===== src/rtl/lfsr_pkg.sv =====
// ----------------------------------------------------------------------------
// lfsr_pkg
// Shared definitions for the lfsr_rng random-number source:
//   rng_state_t      draw FSM states (IDLE, SEARCH, HOLD)
//   TAPS_W8/12/16    maximal-length Fibonacci feedback masks for common widths
//   lfsr_next()      one Fibonacci step for widths up to 32 bits; used by the
//                    core and by any reference model
// ----------------------------------------------------------------------------
package lfsr_pkg;

    typedef enum logic [1:0] {
        IDLE   = 2'd0,
        SEARCH = 2'd1,
        HOLD   = 2'd2
    } rng_state_t;

    // Bit i set means state[i] feeds the XOR.
    localparam logic [7:0]  TAPS_W8  = 8'hB8;    // x^8+x^6+x^5+x^4+1
    localparam logic [11:0] TAPS_W12 = 12'hE08;  // x^12+x^11+x^10+x^4+1
    localparam logic [15:0] TAPS_W16 = 16'hD008; // x^16+x^15+x^13+x^4+1

    // Shift left by one and insert the XOR of the tapped bits at bit 0.
    // Bits above 'width' are ignored on input and cleared on output.
    function automatic logic [31:0] lfsr_next(input logic [31:0] state,
                                              input logic [31:0] taps,
                                              input int unsigned width);
        logic [31:0] mask;
        logic        fb;
        mask = (width >= 32) ? 32'hFFFF_FFFF : ((32'd1 << width) - 32'd1);
        fb   = ^(state & taps & mask);
        return ((state << 1) | {31'd0, fb}) & mask;
    endfunction

endpackage


===== src/rtl/lfsr_core.sv =====
// ----------------------------------------------------------------------------
// lfsr_core
// LFSR state register with seed load, single-step advance and all-zero
// recovery.
// Ports:
//   clk         in   1      rising-edge clock
//   rst_n       in   1      synchronous active-low reset (state <= SEED)
//   load        in   1      load load_val (highest priority)
//   load_val    in   WIDTH  value to load; zero is replaced by SEED
//   advance     in   1      shift one step this edge
//   state       out  WIDTH  current LFSR state
//   next_state  out  WIDTH  value the state takes when it advances
// ----------------------------------------------------------------------------
module lfsr_core
    import lfsr_pkg::*;
#(
    parameter int              WIDTH = 12,
    parameter logic [WIDTH-1:0] TAPS = WIDTH'(TAPS_W12),
    parameter logic [WIDTH-1:0] SEED = WIDTH'(12'hB76)
) (
    input  logic             clk,
    input  logic             rst_n,
    input  logic             load,
    input  logic [WIDTH-1:0] load_val,
    input  logic             advance,
    output logic [WIDTH-1:0] state,
    output logic [WIDTH-1:0] next_state
);

    // An all-zero LFSR would lock up, so its successor is SEED instead.
    always_comb begin
        next_state = WIDTH'(lfsr_next(32'(state), 32'(TAPS), WIDTH));
        if (state == '0) begin
            next_state = SEED;
        end
    end

    // A zero state is replaced on the very next edge even without advance.
    always_ff @(posedge clk) begin
        if (!rst_n) begin
            state <= SEED;
        end else if (load) begin
            state <= (load_val != '0) ? load_val : SEED;
        end else if (advance || state == '0) begin
            state <= next_state;
        end
    end

endmodule


===== src/rtl/lfsr_rng.sv =====
// ----------------------------------------------------------------------------
// lfsr_rng
// Fibonacci LFSR random source with seed load, free-run stepping and a
// range-qualified req/valid/ack draw returning a value in [MIN_VAL, MAX_VAL].
// Optional feature macro: LFSR_RNG_STEPCNT_EN adds output step_cnt[31:0],
// counting every LFSR shift; cleared by reset and by load.
// Ports:
//   clk        in   1      rising-edge clock
//   rst_n      in   1      synchronous active-low reset
//   load       in   1      load load_val into the LFSR, abort any draw
//   load_val   in   WIDTH  seed value; zero is replaced by SEED
//   step       in   1      advance the LFSR one step (IDLE only)
//   req        in   1      start a draw (IDLE only; wins over step)
//   ack        in   1      consumer takes rand_out while valid
//   state_out  out  WIDTH  raw LFSR state
//   rand_out   out  WIDTH  qualified draw, stable while valid
//   valid      out  1      rand_out holds an in-range value
//   busy       out  1      draw in progress (SEARCH)
//   timeout    out  1      one-cycle pulse when MAX_TRIES steps all missed
//   step_cnt   out  32     shift counter (only with LFSR_RNG_STEPCNT_EN)
// ----------------------------------------------------------------------------
module lfsr_rng
    import lfsr_pkg::*;
#(
    parameter int               WIDTH     = 12,
    parameter logic [WIDTH-1:0] TAPS      = WIDTH'(TAPS_W12),
    parameter logic [WIDTH-1:0] SEED      = WIDTH'(12'hB76),
    parameter int unsigned      MIN_VAL   = 500,
    parameter int unsigned      MAX_VAL   = 4095,
    parameter int unsigned      MAX_TRIES = 64
) (
    input  logic             clk,
    input  logic             rst_n,
    input  logic             load,
    input  logic [WIDTH-1:0] load_val,
    input  logic             step,
    input  logic             req,
    input  logic             ack,
    output logic [WIDTH-1:0] state_out,
    output logic [WIDTH-1:0] rand_out,
    output logic             valid,
    output logic             busy,
    output logic             timeout
`ifdef LFSR_RNG_STEPCNT_EN
    ,
    output logic [31:0]      step_cnt
`endif
);

    localparam int               TRY_W    = $clog2(MAX_TRIES) + 1;
    localparam logic [TRY_W-1:0] LAST_TRY = TRY_W'(MAX_TRIES - 1);
    localparam logic [WIDTH-1:0] MIN_W    = WIDTH'(MIN_VAL);
    localparam logic [WIDTH-1:0] SPAN     = WIDTH'(MAX_VAL - MIN_VAL);

    rng_state_t       fsm;
    logic [TRY_W-1:0] tries;
    logic [WIDTH-1:0] next_state;
    logic             advance;
    logic             in_range;

    lfsr_core #(
        .WIDTH (WIDTH),
        .TAPS  (TAPS),
        .SEED  (SEED)
    ) u_core (
        .clk        (clk),
        .rst_n      (rst_n),
        .load       (load),
        .load_val   (load_val),
        .advance    (advance),
        .state      (state_out),
        .next_state (next_state)
    );

    // The LFSR moves on a plain step in IDLE (unless req claims the cycle)
    // and on every SEARCH cycle; it is frozen in HOLD and whenever load wins.
    always_comb begin
        advance = 1'b0;
        if (!load) begin
            case (fsm)
                IDLE:    advance = step && !req;
                SEARCH:  advance = 1'b1;
                default: advance = 1'b0;
            endcase
        end
    end

    // Single unsigned window test: values below MIN_VAL wrap to large
    // offsets and fall outside the span.
    assign in_range = (next_state - MIN_W) <= SPAN;

    always_ff @(posedge clk) begin
        if (!rst_n) begin
            fsm      <= IDLE;
            tries    <= '0;
            rand_out <= '0;
            valid    <= 1'b0;
            busy     <= 1'b0;
            timeout  <= 1'b0;
        end else begin
            timeout <= 1'b0;
            if (load) begin
                fsm   <= IDLE;
                tries <= '0;
                valid <= 1'b0;
                busy  <= 1'b0;
            end else begin
                case (fsm)
                    IDLE: begin
                        if (req) begin
                            fsm   <= SEARCH;
                            tries <= '0;
                            busy  <= 1'b1;
                        end
                    end
                    SEARCH: begin
                        if (in_range) begin
                            rand_out <= next_state;
                            valid    <= 1'b1;
                            busy     <= 1'b0;
                            fsm      <= HOLD;
                        end else if (tries == LAST_TRY) begin
                            timeout <= 1'b1;
                            busy    <= 1'b0;
                            fsm     <= IDLE;
                        end else begin
                            tries <= tries + TRY_W'(1);
                        end
                    end
                    HOLD: begin
                        if (ack) begin
                            valid <= 1'b0;
                            fsm   <= IDLE;
                        end
                    end
                    default: fsm <= IDLE;
                endcase
            end
        end
    end

`ifdef LFSR_RNG_STEPCNT_EN
    // Zero recovery reloads SEED in place of a shift and is counted as one.
    always_ff @(posedge clk) begin
        if (!rst_n) begin
            step_cnt <= '0;
        end else if (load) begin
            step_cnt <= '0;
        end else if (advance || state_out == '0) begin
            step_cnt <= step_cnt + 32'd1;
        end
    end
`endif

endmodule


===== config.mk =====
export PLATFORM = sky130hd
export DESIGN_NAME = lfsr_rng
export DESIGN_NICKNAME = d
export VERILOG_FILES = /design/src/rtl/lfsr_pkg.sv /design/src/rtl/lfsr_core.sv /design/src/rtl/lfsr_rng.sv
export SDC_FILE = /design/constraint.sdc
export NUM_CORES = 1
export LEC_CHECK = 0
export ABC_AREA = 0
export BUFFER_PORTS_ARGS = -buffer_cell sky130_fd_sc_hd__buf_2
export CORE_MARGIN = 4
export CORE_UTILIZATION = 58
export CTS_BUF_LIST = sky130_fd_sc_hd__clkbuf_4 sky130_fd_sc_hd__clkbuf_8
export DETAILED_ROUTE_END_ITERATION = 6
export HOLD_SLACK_MARGIN = 0.02
export PLACE_DENSITY = 0.85
export SLEW_MARGIN = 40
export SYNTH_ARGS = -nofsm -noshare
export SYNTH_HDL_FRONTEND = slang
export SYNTH_HIERARCHICAL = 1
export SYNTH_SLANG_ARGS = --single-unit

===== constraint.sdc =====
create_clock -name clk -period 4.3 [get_ports clk]
set_clock_uncertainty 0.1 [all_clocks]
set_input_delay 0 -clock clk [delete_from_list [all_inputs] [get_ports clk]]
set_output_delay 0 -clock clk [all_outputs]
set_load 0.005 [all_outputs]

# Word-level counts from Yosys, hierarchy flattened
# Index checks and enable logic that the tools add are counted.
word_totals:
  reg_bits: 36
  in_bits: 18
op_classes:
  n_reduce_logical: 17
  n_lt_le_gt_ge: 1
  eq_ne: 9
  bitwise: 4
  mux: 23
  addsub: 2
op_table:
  columns: ["op", "n"]
  rows:
  - ["12-bit 2-to-1 mux", 4]
  - ["32-bit XOR reduction", 1]
  - ["7-bit 2-to-1 mux", 3]
  - ["7-bit one-hot mux with 2 select lines", 1]
  - ["12-bit <= comparator, second input constant", 1]
  - ["12-bit zero test", 1]
  - ["12-bit by 1-bit OR with 12-bit output", 1]
  - ["3-bit AND reduction", 4]
  - ["12-bit nonzero test", 1]
  - ["12-bit by 9-bit subtractor with 12-bit output, second input constant", 1]
  - ["2-bit inequality test, second input constant", 5]
  - ["2-bit 2-to-1 mux", 4]
  - ["7-bit by 1-bit adder with 7-bit output, second input constant", 1]
  - ["7-bit by 6-bit == test with 1-bit output, second input constant", 1]
  - ["1-bit 2-to-1 mux", 7]
  - ["1-bit one-hot mux with 2 select lines", 3]
  - ["2-bit one-hot mux with 3 select lines", 1]
  - ["2-bit nonzero test", 3]
  - ["4-bit AND reduction", 1]
  - ["4-bit OR reduction", 1]
  - ["3-bit inequality test, second input constant", 1]
  - ["1-bit inverter", 3]
  - ["2-bit by 1-bit == test with 1-bit output, second input constant", 1]
  - ["2-bit == test, second input constant", 1]
  - ["5 further kinds", 5]

# Logic depth before layout (Yosys ltp)
# Gate-level depths: netlist of run 1.
logic_depth:
  ltp_word: 7
  mapped_depth: 10
  mapped_depth_nobuf: 9

# Cells and area by module
# The synthesis of run 1 kept the hierarchy.
by_module_without_submodules:
  columns: ["mod", "instances", "seq_area_each_um2", "area_per_inst_um2", "cells_each"]
  rows:
  - ["lfsr_rng", 1, 480.5, 1107.3, 124]
  - ["lfsr_core", 1, 240.2, 863.3, 96]

# Worst setup path after synthesis of run 1
# No wires, ideal clock.
synth_timing:
  path_type: "register -> register"
  from: "reg u_core.state[10]"
  to: "reg rand_out[0]"
  t_required_ns: 4.128
  n_path_buf: 1
  path_stages_with_launch: 11
  path_slack_ns: 1.982
  setup_time_ns: 0.072
  synth_period_minus_slack_ns: 2.318
  t_arrival_ns: 2.146
  cell_sequence: "dfxtp_1 inv_1 ha_1 nor4b_4 nand3_2 nand2b_1 nand4_1 o21ai_1 nor3b_2 buf_4 mux2i_1"
synth_between:
  elab_cells_between_ends: 7
synth_lines:
  columns: ["item", "line_no", "rtl"]
  rows:
  - ["start: declaration", "lfsr_core.sv:26", "output logic [WIDTH-1:0] state,"]
  - ["start signal: assignment", "lfsr_core.sv:43", "state <= (load_val != '0) ? load_val : SEED;"]
  - ["start signal: assignment", "lfsr_core.sv:45", "state <= next_state;"]
  - ["12-bit zero test", "lfsr_core.sv:33", "if (state == '0) begin"]
  - ["12-bit 2-to-1 mux", "lfsr_core.sv:33", null]
  - ["named net next_state[8]", "lfsr_rng.sv:57", "logic [WIDTH-1:0] next_state;"]
  - ["12-bit by 9-bit subtractor with 12-bit output", "lfsr_rng.sv:90", "assign in_range = (next_state - MIN_W) <= SPAN;"]
  - ["12-bit <= comparator", "lfsr_rng.sv:90", null]
  - ["3-bit AND reduction (no source line)", null, null]
  - ["end signal: assignment", "lfsr_rng.sv:118", "rand_out <= next_state;"]
  - ["end: declaration", "lfsr_rng.sv:40", "output logic [WIDTH-1:0] rand_out,"]
# The timed path passes the listed nets, and every way through them passes these cells.
# A chain may end at the register's enable or synchronous reset.

# Worst setup path in the final report of run 1
layout_timing:
  from: "reg u_core.state[10]"
  to: "reg rand_out[4]"
# Same word-level chain as after synthesis.

==> flow_summary.ini, run 1 <==
[yosys]
synth_top_area_cell = dfxtp_1
yosysTopAreaCellShare_pct = 36.6
synth_edf_count = 0
synth_most_common_cell = nand2_1
yosysWarnings = 6
synth.top_cells.by_count = 38 x nand2_1, 36 x dfxtp_1, 17 x mux2i_1, 13 x a21oi_1, 10 x nand2b_1
synthDistinctLibCells = 51
syn-num-nets = 240
syn-cell-area_um2 = 1970
syn-mean-instance-area_um2 = 8.96
ys_ff_latch = 36
synth_flop_cell = dfxtp_1
synthArstFlopShare_pct = 0
synth_area_leaders = dfxtp_1 37%, mux2i_1 8.6%, nand2_1 7.2%, nand3b_1 3.4%, a21oi_1 3.3%
synth_cells = 220
ys_seq_area_share_pct = 36.6

[sta]
setup_slack_ns = 1.31
setup-violations-final = 0
relSlewSlack_pct = 48.1
rsz0062_at_grt = false
period_share_pct = 69.5
final_hold_viol_count = 0
slew_viol_final = 0
fmax_mhz = 334
finalSetupTns_ns = 0
worst_slew_pin_slew_ns = 0.773
period_minus_slack_ns = 2.99

[global_routing]
grt_use_met2_pct = 39.2
met3_usage_pct = 5.78
grt_pass1_vias = 1772
grt_pass1_wl_mm = 7.97
overflow = 0
grt_use_met1_pct = 29.9
busiest_layer = met2
grt_use_total_pct = 23.5
antenna_found_initial = 0
grt_max_degree = 42

[floorplan]
die_w_um = 66.3
core_um2 = 3150
row_count = 20
pin_count = 45
dieArea_um2 = 4390
die_h_um = 66.3
start_util_pct = 62.5

[clock_tree]
cts_max_path_buffers = 2
cts_sinks = 36
cts_tree = built
insertion_delay_ns = 0.35
cts_made_buffers = 5
cts_max_level = 2
cts-resized-gates = 0
cts.reportedPaths.clkPinSlew_ns = 0.12
cts-root-buf = clkbuf_4

[route]
drc = 0
ant_nets = 0
dr.pass1.iters = 5
routedWlPerCell_um = 14.3
via_count = 1879
viasPerCell = 5.73
drtIter0Drc = 159
wl_mm = 4.71

[critical_path]
cp-start-kind = flip-flop
required_ns = 4.46
crit_path_top_delay_cell = o21ai_1
critPathMaxFanout = 12
worst-setup-path-type = reg2reg
worst_path_largest_cell_delay_ns = 0.64
path_cells = inv_1 > ha_1 > nor4b_4 > nand3_2 > nand2b_1 > nand4_1 > o21ai_1 > nor3b_2 > buf_4 > mux2i_1
ff2ff_path_depth = 10
crit_path_end_kind = flip-flop
arrival_ns = 3.15

[pwr]
p_leak_nw = 1.03
p_per_area_nw_per_um2 = 275
vdd_ir_drop_max_mv = 0.209

[finish]
syn2layout_area_growth_pct = 25.8
fill_cells = 219
antenna_cells = 0
drive_gt1_share_pct = 24.6
multi_input_area_um2 = 1170
finalNetCount = 303
seqCellArea_um2 = 721
stdcell_area_um2 = 2480
stdcell_count = 328

[worst_hold_path]
hold_path.class = in2reg
min_path_cells = 2

[place]
port_buffers = 44
gp_congestion = 0.825
dp.cells = 299
placed_area_um2 = 2210
place_ws_ns = 1.36
dp_hpwl_mm = 3.18

[outcome]
status = finished clean

[run]
cap_viol_max_count = 0
layout make-up:
type	instances	area share [%]
Clock inverter	2	0.404
Clock buffer	6	2.07
Inverter	7	1.06
Multi-Input combinational cell	166	47.2
Tap cell	44	2.22
Sequential cell	36	29.1
Timing Repair Buffer	67	18.0
stage by stage:
stage	hold slack [ns]	util [%]	power (W)
2_1_floorplan	0.0560	-	0.000445
3_3_place_gp	0.176	70.0	0.000483
3_5_place_dp	0.177	70.0	0.000485
4_1_cts	0.0703	78.6	0.000682
5_1_grt	0.116	78.6	0.000715
6_report	0.0933	78.6	0.000681
power breakdown:
part | leakage [nW] | internal [W] | switching, W
combinational | 0.695 | 0.0000623 | 0.0000622
clock | 0.0380 | 0.0000778 | 0.000111
sequential | 0.294 | 0.000347 | 0.0000207
total | 1.03 | 0.000487 | 0.000194
state kept, by name, summed over array words and instances (netlist names):
| register | cells |
|---|---|
| fsm | 2 |
| valid | 1 |
| tries | 7 |
| timeout | 1 |
| busy | 1 |
| u_core/state | 12 |
| rand_out | 12 |
critical path, delay by kind of cell (launching register included):
family | cells | cell delay, ns
flops | 1 | 0.35
mux | 1 | 0.20
compound gates | 1 | 0.64
buf+inv | 2 | 0.33
simple gates | 5 | 1.15
fa+ha+maj | 1 | 0.14
placed cells by master, fill, tap and decap left out, drive strengths merged, types with 2 or more instances in the layout:
cell         instances
a21o                 2
a21oi               13
a221oi               7
a311oi               2
a31oi               10
and2                 3
and3                 3
buf                 46
clkbuf               6
clkinv               2
dfxtp               36
dlygate4sd3         21
ha                   2
inv                  7
mux2                 3
mux2i               17
nand2               38
nand2b              10
nand3                4
nand3b               9
nor2                 4
nor3                 7
nor3b                2
nor4                 4
o21ai                3
o31ai                2
or3                  2
or4                  2
xnor2                2
kinds of logic after synthesis:
group / synth area share, %
AO/OA/AOI/OAI: 17.7
XOR/XNOR: 0.889
adder cells (fa/ha/maj): 1.27
buffers and inverters: 4.06
flip-flops: 36.6
multiplexers: 10.3
AND/OR/NAND/NOR: 29.1
final timing paths:
check | end | slack [ns] | startpoint
max | rand_out[4]$_SDFFE_PN0P_ | 1.31 | u_core/state[10]$_SDFFE_PN0P_
min | u_core/state[11]$_SDFFE_PN1P_ | 0.09 | rst_n
max reg2reg | rand_out[4]$_SDFFE_PN0P_ | 1.31 | u_core/state[10]$_SDFFE_PN0P_
min reg2reg | tries[6]$_SDFFE_PP0P_ | 0.35 | tries[6]$_SDFFE_PP0P_
layer usage:
metal	routed length [µm]	vias up
met3	261	5
met2	2340	51
met4	57	0
li1	-	937
met5	0	-
met1	2050	886
timing repair:
item,CTS,global route
buffers inserted,0,0
hold buffers,21,0
endpoints found under the hold margin,15,0
Note: power is estimated with default switching activity, not from simulation.
==> inputs of run 2 (changes only) <==
CORE_UTILIZATION = 56   (was 58)
PLACE_DENSITY = 0.82   (was 0.85)
clock period = 3 ns   (was 4.3 ns; I/O delays follow)
==> run 2 against run 1 <==
  * Sequential power up 43%
  * Critical path depth up 1
  * Combinational power up 48%
  * Non-clock buffer count up 2
  * Global-route usage down 0.55 points
  * Power up 37%
  * Worst hold slack worse by 0.060 ns
  * Final area down 0.25%
  * Via count up 0.27%
  * Worst setup slack worse by 0.92 ns
  * Critical path type unchanged
  * Final cell count up 0.30%
  * Maximum frequency up 15%
  * Highest routed layer unchanged
==> flow_summary.ini, run 2 (synthesis results as in run 1) <==
[pwr]
p_per_area_nw_per_um2 = 377
power.switching_w = 0.000265
switching_share_pct = 28.4
p_seq_share_pct = 56.4
internal_power_w = 0.000667
vdd_ir_drop_max_mv = 0.215
p_leak_nw = 1.02
clkPwrFrac_pct = 23.9
p_comb_share_pct = 19.8

[finish]
fin_util_pct = 73.5
finalNetCount = 305
mostFrequentLayoutCells = 44 x buf_2, 38 x nand2_1, 36 x dfxtp_1
mostFrequentLayoutCell = buf_2
stdcell_area_um2 = 2470
drive_gt1_share_pct = 24.4
syn2layout_area_growth_pct = 25.5
antenna_cells = 0
fill_cells = 270
largestRegisters = rand_out x12, u_core/state x12, tries x7

[sta]
final_hold_viol_count = 0
period_share_pct = 86.9
period_minus_slack_ns = 2.61
relSlewSlack_pct = 50.5
worst_slew_pin_slew_ns = 0.737
fmax_mhz = 383
rsz0062_at_grt = false
slew_viol_final = 0
setup-violations-final = 0
worst_hold_slack_ns = 0.0336
finalSetupTns_ns = 0

[critical_path]
arrival_ns = 2.76
critPathMaxFanout = 12
required_ns = 3.15
crit_path_end_kind = flip-flop
cp-start-kind = flip-flop
worst-setup-path-type = reg2reg

[route]
wl_met2_mm = 2.35
via_count = 1884
viasPerCell = 5.73
dr.pass1.iters = 4
drtIter0Drc = 108
ant_nets = 0
drc = 0
wl_mm = 4.78
top_layer = met4
met3_length_um = 225
routedWlPerCell_um = 14.5
drt-met1-wl_mm = 2.09

[floorplan]
row_count = 21
core_um2 = 3360
die_h_um = 67.3
die_w_um = 67.3
start_util_pct = 58.6
pin_count = 45
dieArea_um2 = 4530

[clock_tree]
cts_max_level = 2
insertion_delay_ns = 0.34
post_cts_buffers = 0
cts_sinks = 36
cts-root-buf = clkbuf_4
cts_made_buffers = 5
cts_max_path_buffers = 2
cts_tree = built
cts.reportedPaths.clkPinSlew_ns = 0.11

[global_routing]
grt_max_degree = 42
grt_pass1_wl_mm = 7.87
grt_use_total_pct = 22.9
overflow = 0
antenna_found_initial = 0
grt_pass1_vias = 1733

[place]
placed_area_um2 = 2220
port_buffers = 44
gp_congestion = 0.886
dp_hpwl_mm = 3.16

[worst_hold_path]
hold_path.class = in2reg

[run]
cap_viol_max_count = 0

[outcome]
status = finished clean
[run 2: timing repair]
item                      in CTS  in global routing
resized for setup              0                  0
hold buffers                  21                  0
hold endpoints to repair      14                  0
[run 2: power groups by stage]
stage	clock network (W)	registers [W]	logic, W
detailed placement	0	0.000536	0.000161
floorplan	0	0.000533	0.000105
finish	0.000223	0.000525	0.000184
global route	0.000244	0.000529	0.000203
global placement	0	0.000536	0.000159
CTS	0.000229	0.000525	0.000180
[run 2: final timing paths]
kind | startpoint | endpoint | cells past startpoint | slack [ns]
setup / recovery | u_core/state[10]$_SDFFE_PN0P_ | rand_out[11]$_SDFFE_PN0P_ | 11 | 0.39
setup reg to reg | u_core/state[10]$_SDFFE_PN0P_ | rand_out[11]$_SDFFE_PN0P_ | 11 | 0.39
hold reg to reg | tries[6]$_SDFFE_PP0P_ | tries[6]$_SDFFE_PP0P_ | 2 | 0.33
hold / removal | req | fsm[0]$_SDFFE_PP0P_ | 3 | 0.03
[run 2: cell type report]
cell class,count,area [µm²],share of cell area (%)
clock buffers,5,37.5,1.52
inverters,7,26.3,1.06
multi-input cells,166,1170,47.3
flip-flops and latches,36,721,29.1
well taps,46,57.6,2.33
repair buffers,69,460,18.6
[run 2: per-layer routing]
metal  vias to the layer above  track usage (%)
met3                        12             3.83
met4                         0             10.4
met2                        58             37.1
met5                         -                0
li1                        935                -
met1                       879             29.8
[run 2: metrics by stage]
stage	total power, W	setup WS [ns]	std cells
2_1_floorplan	0.000638	0.682	220
3_3_place_gp	0.000695	0.567	303
3_5_place_dp	0.000697	0.411	303
4_1_cts	0.000933	0.385	329
5_1_grt	0.000975	0.157	329
6_report	0.000932	0.392	329
[run 2: critical path, stage by stage, from the launching register on]
cell and delay, ns:
dfxtp_1 0.34, inv_1 0.08, ha_1 0.14, nor4b_4 0.36
nand3_2 0.24, nand2b_1 0.17, nand4_1 0.10, o21ai_1 0.17
buf_4 0.19, nor3b_2 0.16, buf_4 0.25, mux2i_1 0.22
==> inputs of run 3 (changes only) <==
CORE_UTILIZATION = 50   (was 56)
PLACE_DENSITY = 0.75   (was 0.82)
clock period = 3.4 ns   (was 3 ns; I/O delays follow)
==> run 3 against run 2 <==
  * Power is 0.91% higher
  * Largest power group unchanged
  * Clock power increased by 45%
  * Die area rose by 11%
  * Highest routed layer unchanged
  * Sequential cell count is the same
  * Count of clock-buffer cells in the layout up 2
  * Sequential power shrank 11%
  * Maximum frequency grew 0.45%
  * Critical path depth fell by 2
  * Combinational power shrank 18%
==> flow_summary.ini, run 3 (synthesis results as in run 1) <==
[outcome]
status = finished clean

[clock_tree]
cts_sinks = 36
cts-root-buf = clkbuf_8
cts.reportedPaths.clkPinSlew_ns = 0.07
post_cts_buffers = 0
cts_made_buffers = 5
cts-resized-gates = 0
insertion_delay_ns = 0.29
cts_max_level = 2
cts_max_path_buffers = 2
cts_tree = built

[global_routing]
overflow = 0
grt_pass1_wl_mm = 7.61
grt_use_total_pct = 18.6
grt_max_degree = 42
antenna_found_initial = 0
grt_pass1_vias = 1671

[critical_path]
arrival_ns = 2.70
ff2ff_path_depth = 9
required_ns = 3.51
crit_path_end_kind = flip-flop
startpoint = u_core/state[2]$_SDFFE_PN1P_
critPathMaxFanout = 12
worst-setup-path-type = reg2reg
r2r-end = rand_out[7]$_SDFFE_PN0P_
r2r_start = u_core/state[2]$_SDFFE_PN1P_
rrSetupSlack_ns = 0.80
cp-start-kind = flip-flop
crit_end = rand_out[7]$_SDFFE_PN0P_

[sta]
period_minus_slack_ns = 2.60
slew_viol_final = 0
fmax_mhz = 385
setup-violations-final = 0
setup_slack_ns = 0.803
finalSetupTns_ns = 0
worst_slew_pin_slew_ns = 0.682
relSlewSlack_pct = 54.5
final_hold_viol_count = 0
period_share_pct = 76.4
rsz0062_at_grt = false

[pwr]
p_seq_share_pct = 49.6
p_leak_nw = 1.01
vdd_ir_drop_max_mv = 0.231
switching_share_pct = 26.1
power.switching_w = 0.000245
p_comb_share_pct = 16.1
p_per_area_nw_per_um2 = 381
internal_power_w = 0.000695
clkPwrFrac_pct = 34.4

[floorplan]
pin_count = 45
start_util_pct = 52.6
dieArea_um2 = 5010
core_um2 = 3740
row_count = 22
die_w_um = 70.8
die_h_um = 70.8

[route]
via_count = 1809
routedWlPerCell_um = 13.8
viasPerCell = 5.55
drc = 0
wl_mm = 4.49
drtIter0Drc = 92
ant_nets = 0
dr.pass1.iters = 4

[place]
dp_hpwl_mm = 3.18
port_buffers = 44
place_ws_ns = 0.827
gp_congestion = 0.763

[worst_hold_path]
hold_path.class = in2reg

[finish]
drive_gt1_share_pct = 25.2
mostFrequentLayoutCell = buf_2
largestRegisters = rand_out x12, u_core/state x12, tries x7
mostFrequentLayoutCells = 44 x buf_2, 38 x nand2_1, 36 x dfxtp_1
syn2layout_area_growth_pct = 25.1
finalNetCount = 298
fin_util_pct = 65.9
antenna_cells = 0

[run]
cap_viol_max_count = 0
run 3: critical path: stages, from the launching register on:
cell      delay, ns
dfxtp_1        0.40
nor4_4         0.50
nand3_2        0.24
nand2b_1       0.19
nand4_1        0.10
o21ai_1        0.15
buf_4          0.19
nor3b_2        0.17
buf_4          0.26
mux2i_1        0.22
run 3: worst min-delay path by stage:
stage                 from                      endpoint  cells after the start
2_1_floorplan  load_val[3]  u_core/state[3]$_SDFFE_PN0P_                      1
3_3_place_gp   load_val[3]  u_core/state[3]$_SDFFE_PN0P_                      2
3_5_place_dp   load_val[3]  u_core/state[3]$_SDFFE_PN0P_                      2
4_1_cts        load_val[0]  u_core/state[6]$_SDFFE_PN1P_                      4
5_1_grt        load_val[0]  u_core/state[0]$_SDFFE_PN0P_                      3
6_report       load_val[0]  u_core/state[6]$_SDFFE_PN1P_                      4
run 3: cell type report:
| cell class | count | area, µm² |
|---|---|---|
| multi-input cells | 166 | 1170 |
| fillers | 327 | 1280 |
| well taps | 48 | 60.1 |
| repair buffers | 62 | 393 |
| clock buffers | 7 | 96.3 |
| flip-flops and latches | 36 | 721 |
| inverters | 7 | 26.3 |
run 3: power by group through the flow:
stage                      logic, W  registers (W)  clock network, W
after floorplan           0.0000926       0.000470                 0
after global placement     0.000138       0.000476                 0
after detailed placement   0.000139       0.000476                 0
after CTS                  0.000151       0.000466          0.000333
after global routing       0.000168       0.000470          0.000357
final                      0.000151       0.000466          0.000323
run 3: through the flow:
stage	instances	hold WS [ns]	area, µm²	total power (W)
final	326	0.0280	2470	0.000940
after detailed placement	304	0.179	2220	0.000615
after global routing	326	0.0800	2470	0.000995
after CTS	326	0.0281	2470	0.000950
after global placement	304	0.178	2220	0.000614
after floorplan	220	0.0560	1970	0.000563
run 3: what timing repair did:
action                                 4_1_cts  5_1_grt
endpoints found under the hold margin       11        0
hold buffers                                15        0
setup endpoints to repair                    0        0
run 3: per-layer routing:
metal	GRT usage (%)	part of all wire, %	vias to the layer above
li1	-	-	927
met1	25.0	48	831
met4	7.52	1.8	0
met3	4.55	5.0	6
met2	28.5	46	45
met5	0	0	-
